## src/rtl/seq_shifter.sv

```systemverilog
// Sequential shifter: applies one 1-bit shift/rotate step per clock to a captured operand.
// Latency: done is high in the cycle after edge k+amt, where edge k accepts start (amt=0 gives done one cycle after accept).
// Backpressure: busy is high from accept through the done cycle; start/x/amt/mode are ignored while busy, with no queuing.
//
// Ports:
//   clk   - sole clock, rising edge
//   rst_n - synchronous active-low reset
//   start - request, sampled only in IDLE
//   mode  - 000 hold, 001 SLL, 010 SRL, 011 SRA, 100 ROL, 101 ROR, 11x hold
//   amt   - number of 1-bit steps (0..N-1)
//   x     - operand loaded at accept
//   f     - working/result register
//   cout  - last bit shifted or rotated out
//   ove   - sticky signed overflow, SLL only
//   busy  - state != IDLE
//   done  - one-cycle completion pulse
module seq_shifter #(
    parameter int N  = 8,
    parameter int AW = 3
) (
    input  logic          clk,
    input  logic          rst_n,
    input  logic          start,
    input  logic [2:0]    mode,
    input  logic [AW-1:0] amt,
    input  logic [N-1:0]  x,
    output logic [N-1:0]  f,
    output logic          cout,
    output logic          ove,
    output logic          busy,
    output logic          done
);

    typedef enum logic [1:0] {
        IDLE  = 2'd0,
        SHIFT = 2'd1,
        DONE  = 2'd2
    } state_t;

    localparam logic [2:0] MODE_SLL = 3'b001;
    localparam logic [2:0] MODE_SRL = 3'b010;
    localparam logic [2:0] MODE_SRA = 3'b011;
    localparam logic [2:0] MODE_ROL = 3'b100;
    localparam logic [2:0] MODE_ROR = 3'b101;

    state_t          state;
    state_t          state_nxt;
    logic [AW-1:0]   cnt;
    logic [2:0]      mode_q;

    logic [N-1:0]    f_step;
    logic            cout_step;
    logic            ove_step;

    // State register.
    always_ff @(posedge clk) begin
        if (!rst_n) begin
            state <= IDLE;
        end else begin
            state <= state_nxt;
        end
    end

    // Next-state logic. cnt holds the steps still to perform, so the
    // step taken while cnt == 1 is the last one.
    always_comb begin
        state_nxt = state;
        case (state)
            IDLE: begin
                if (start) begin
                    state_nxt = (amt != '0) ? SHIFT : DONE;
                end
            end
            SHIFT: begin
                if (cnt == AW'(1)) begin
                    state_nxt = DONE;
                end
            end
            DONE:    state_nxt = IDLE;
            default: state_nxt = IDLE;
        endcase
    end

    // One 1-bit step of the latched operation. Hold and reserved modes
    // leave f and cout untouched while the step count still runs down.
    always_comb begin
        f_step    = f;
        cout_step = cout;
        ove_step  = 1'b0;
        case (mode_q)
            MODE_SLL: begin
                f_step    = {f[N-2:0], 1'b0};
                cout_step = f[N-1];
                // Sign bit changes on this step exactly when the top two bits differ.
                ove_step  = f[N-1] ^ f[N-2];
            end
            MODE_SRL: begin
                f_step    = {1'b0, f[N-1:1]};
                cout_step = f[0];
            end
            MODE_SRA: begin
                f_step    = {f[N-1], f[N-1:1]};
                cout_step = f[0];
            end
            MODE_ROL: begin
                f_step    = {f[N-2:0], f[N-1]};
                cout_step = f[N-1];
            end
            MODE_ROR: begin
                f_step    = {f[0], f[N-1:1]};
                cout_step = f[0];
            end
            default: begin
                f_step    = f;
                cout_step = cout;
            end
        endcase
    end

    // Datapath: loads on accept, steps in SHIFT, holds everywhere else.
    always_ff @(posedge clk) begin
        if (!rst_n) begin
            f      <= '0;
            cnt    <= '0;
            cout   <= 1'b0;
            ove    <= 1'b0;
            mode_q <= 3'b000;
        end else begin
            case (state)
                IDLE: begin
                    if (start) begin
                        f      <= x;
                        cnt    <= amt;
                        mode_q <= mode;
                        cout   <= 1'b0;
                        ove    <= 1'b0;
                    end
                end
                SHIFT: begin
                    f    <= f_step;
                    cout <= cout_step;
                    ove  <= ove | ove_step;
                    cnt  <= cnt - AW'(1);
                end
                default: begin
                end
            endcase
        end
    end

    assign busy = (state != IDLE);
    assign done = (state == DONE);

endmodule

```

## config.mk

```make
export PLATFORM = sky130hd
export DESIGN_NAME = seq_shifter
export DESIGN_NICKNAME = d
export VERILOG_FILES = /design/src/rtl/seq_shifter.sv
export SDC_FILE = /design/constraint.sdc
export NUM_CORES = 1
export LEC_CHECK = 0
export ABC_CLOCK_PERIOD_IN_PS = 1600
export CAP_MARGIN = 20
export CORE_ASPECT_RATIO = 0.6
export CORE_MARGIN = 2
export CORE_UTILIZATION = 44
export DETAILED_ROUTE_END_ITERATION = 8
export PLACE_DENSITY = 0.8
export RECOVER_POWER = 50
export SLEW_MARGIN = 20
export SYNTH_ARGS = -nofsm -noshare
export SYNTH_HDL_FRONTEND = slang
export SYNTH_SLANG_ARGS = --single-unit
```

## constraint.sdc

```tcl
create_clock -name clk -period 1.6 [get_ports clk]
set_input_delay 0.16 -clock clk [delete_from_list [all_inputs] [get_ports clk]]
set_output_delay 0.16 -clock clk [all_outputs]
set_load 0.02 [all_outputs]
```

; Yosys cells after proc, flatten, opt, wreduce, memory -nomap -nowiden
; Cells that the tools add are included.
[totals]
output_inout_bits = 12
input_bits = 17
register_bits = 18
word_cells = 50
[classes]
n_mux = 14
n_eq_ne = 14
n_reduce_logical = 12
n_addsub = 1
bitwise_logic = 2
[ops]
columns = cell, count
row1 = $pmux 8 s5, 1
row2 = $pmux 8 s2, 1
row3 = $mux 8, 1
row4 = $eq 3x1->1 const B, 2
row5 = $eq 3x2->1 const B, 2
row6 = $eq 3x3->1 const B, 2
row7 = $mux 2, 3
row8 = $ne 2x2->1 const B, 3
row9 = $ne 6x1->1 const B, 1
row10 = $pmux 1 s2, 3
row11 = $pmux 3 s2, 1
row12 = $reduce_and 2->1, 3
row13 = $reduce_and 3->1, 2
row14 = $ne 5x1->1 const B, 1
row15 = $pmux 2 s2, 1
row16 = $reduce_and 4->1, 1
row17 = $reduce_bool 2->1, 2
row18 = $mux 3, 1
row19 = $ne 3x3->1 const B, 1
row20 = $reduce_bool 3->1, 1
row21 = $reduce_or 3->1, 1
row22 = $sub 3x1->3 const B, 1
row23 = $eq 2x1->1 const B, 1
row24 = $eq 2x2->1 const B, 1
row25 = 5 further kinds, 6

; Logic depth before layout (Yosys ltp)
[depth]
word_depth = 4
mapped_depth = 7
depth_no_buf = 6

; Least setup slack after synthesis
; Ideal clock, no wire load.
[synth_path]
path_kind = reg-to-reg
from = register mode_q[1]
to = register f[7]
stages_incl_launch_ff = 7
path_slack_ps = -115
setup_ps = 119
n_path_buf = 1
required_time_ps = 1481
t_arrival_ps = 1596
period_less_slack_ps = 1715
path_cell_list = dfxtp_1 > buf_4 > inv_1 > ha_1 > a21o_1 > a31o_2 > o221a_2
[synth_via]
elab_chain_len = 3
word_cells_on_any_way = 10
cone_classes = 7 x eq/ne / 2 x mux / 1 x reduce/logical
[synth_rtl]
columns = element, line
row1 = start: declaration, 49  ; logic [2:0] mode_q;
row2 = start signal: assignment, 134  ; mode_q <= mode;
row3 = $eq 3x3->1 (tied with other cells), 90  ; case (mode_q)
row4 = $pmux 8 s5 (tied with other cells), 90
row5 = $pmux 8 s2 / $reduce_and 4->1 (equally long branches), n/a
row6 = end signal: assignment, 140  ; f <= f_step;
row7 = end: declaration, 27  ; output logic [N-1:0] f,
; Parallel ways exist; a longest one is shown, timed or not.
; A chain may end at the register's enable or synchronous reset.

; Worst setup path in the final report
[layout_path]
from = register f[7]
to = output f[7]
; No word-level cell between the ends.

==> results.yml <==
critical_path:
  cp.arrival_ps: 1420
  cp_slowest_cell: "clkdlybuf4s50_1"
  critPathBufInv: 1
  r2r-end: "f[4]$_SDFFE_PN0P_"
  required_ps: 1440
  critical_path_class: "register to output port"
  slowest_delay_ps: 660
  reg2regPathDepth: 6
  critPathLaunchType: "register"
  regToRegSetupSlack_ps: 50
  worst_path_dominant_cell_family: "buffers and inverters"
  crit_chain: "clkdlybuf4s50_1"
  worstReg2RegStart: "mode_q[1]$_SDFFE_PN0P_"
  cp_max_fo: 6
  endpoint_kind: "output port"
  cp.depth: 1
floorplanning:
  design.core.area_mm2: 0.00250
  start_util: 0.463
  top_level_ports: 29
  dieArea_mm2: 0.00308
  die_y_um: 43.8
  placementRows: 14
  die_x_um: 70.3
global_routing:
  globalRouteOverflowTotal: 0
  grt_max_degree: 26
  antenna_found_initial: 0
  grtUsageTotal: 0.213
  grt_pass1_vias: 1086
  grt_pass1_wl_um: 5150
hold_path:
  hold_path.startpoint: "cnt[1]$_SDFFE_PN0P_"
  holdPathEnd: "cnt[1]$_SDFFE_PN0P_"
  hold_path.class: "register to register"
  whs_path_depth: 2
yosys:
  ys_ff_latch: 18
  synth_cell_types: 47
  synth_cells: 136
  synth_nets: 157
  synthFlopType: "dfxtp_1"
  syn_area_mm2: 0.00116
  avgSynthCellArea_um2: 8.53
  ys_seq_area_frac: 0.311
  synth-edff-count: 0
  async_flop_share: 0
  yosys_warnings: 0
clock_tree:
  holdBufCountCts: 0
  cts_buffer_depth: 2
  cts_made_buffers: 3
  cts_tree: "yes"
  clkLatencyLatePin_ps: 260
  clk_transition_reported_paths_ps: 80
  cts.sinks: 18
  root_buffer: "clkbuf_8"
  ctsHtreeMaxLevel: 1
detailed_routing:
  wl_um: 3050
  wl_per_cell_um: 14.9
  drtAntennaViolNets: 0
  vias: 1168
  viasPerCell: 5.73
  drt-pass1-iter-count: 4
  drtIter0Drc: 51
  route.detailed.drc: 0
pwr:
  ir_drop_v: 0.000590
  powerDensity_mw_per_mm2: 914
  leakage_uw: 0.000608
timing:
  slew_headroom: 0.773
  slew_viol_final: 0
  final-setup-viol-count: 0
  timing.hold.ws_ps: 473
  worst_slew_pin_slew_ps: 340
  fin_crit_ps: 1580
  finClkSkew_ps: 5.53
  hold_violations: 0
  rsz0062_at_grt: "true"
  timing.final.crit_share: 0.987
  max_freq_mhz: 633
  worst_slack_ps: 20.9
placed_design:
  pre_cts_slack_ps: -9.36
  dpl_cell_area_mm2: 0.00154
  place_congestion: 0.930
  dp_hpwl_um: 2270
  io_buffers: 28
cells_and_area:
  mostFrequentLayoutCells: "clkdlybuf4s50_1, dfxtp_1, buf_4"
  final_area_mm2: 0.00158
  drive_above_1_share: 0.174
  synthToLayoutAreaGrowth_pct: 36.2
  final_common_cell: "clkdlybuf4s50_1"
  insertedDiodeCount: 0
  nets: 194
  nFillCells: 204
flow_run:
  drv_cap: 0
run_status:
  status: "completed"
-- how the worst max path moves through the flow --
stage,slack (ps),endpoint,from
2_1_floorplan,30,f[7]$_SDFFE_PN0P_,mode_q[1]$_SDFFE_PN0P_
3_3_place_gp,30,f[0]$_SDFFE_PN0P_,start
3_5_place_dp,-9,f[0]$_SDFFE_PN0P_,start
4_1_cts,30,f[7],f[7]$_SDFFE_PN0P_
5_1_grt,-30,f[1]$_SDFFE_PN0P_,mode_q[1]$_SDFFE_PN0P_
6_report,20,f[7],f[7]$_SDFFE_PN0P_
-- kinds of logic (layout without fill, tap and decap cells) --
| logic type | after synthesis | in the layout | synth area share |
|---|---|---|---|
| AOI/OAI and AO/OA | 49 | 49 | 0.320 |
| xor gates and xnor gates | 1 | 1 | 0.00755 |
| adders and majority gates | 4 | 4 | 0.0432 |
| buffers and inverters | 19 | 55 | 0.0841 |
| DFF | 18 | 18 | 0.311 |
| muxes | 2 | 2 | 0.0173 |
| and+or+nand+nor | 43 | 43 | 0.217 |
-- worst register-to-register path: cells and delay by family (launching register included) --
kind                       cells  cell delay [ps]
adders and majority gates      1              260
DFF                            1              380
AOI/OAI and AO/OA              3              570
buffers and inverters          2              220
-- report_power, final --
part	internal (uW)	leakage, uW	switching [uW]
clock network	219	0.0000288	168
registers	497	0.000149	66.3
logic	249	0.000430	245
total	966	0.000608	479
-- flip-flops by register name (all words and copies together) (netlist names) --
register	flops
cout	1
mode_q	3
f	8
state	2
cnt	3
ove	1
-- layer usage --
layer,global-route usage,vias up,share of wire
met3,0.0605,5,0.078
met4,0.0615,0,0.0095
met2,0.336,48,0.43
met1,0.288,544,0.48
met5,0,-,0
li1,-,571,-
-- what timing repair did --
action	CTS	global route
buffers inserted	0	0
setup endpoints to repair	5	5
resized for setup	4	1
-- through the flow --
stage | instances | TNS (ps) | utilization | power, uW
after floorplan | 136 | 0 | - | 865
after global placement | 200 | 0 | 0.613 | 1060
after detailed placement | 200 | -9.80 | 0.613 | 1070
after CTS | 204 | 0 | 0.635 | 1450
after global routing | 204 | -68.3 | 0.631 | 1510
final | 204 | 0 | 0.631 | 1440
-- area by class of cell --
class,count,area (um2),area share
clock buffers,4,55.1,0.0348
inverters,9,33.8,0.0214
multi-input cells,99,716,0.453
flip-flops and latches,18,363,0.230
well taps,32,40.0,0.0253
repair buffers,42,373,0.236
-- synth_stat cells, types with 3 or more instances --
cell	instances	share of area
nand2_1	8	0.026
o31ai_1	7	0.045
a21oi_1	6	0.026
o21ai_0	8	0.035
a31oi_1	3	0.016
dfxtp_1	18	0.31
nor2_1	6	0.019
inv_1	9	0.029
nor2b_1	4	0.022
buf_2	6	0.026
a221oi_1	6	0.045
ha_1	4	0.043
nand3_1	6	0.026
Note: power is estimated with default switching activity, not from simulation.
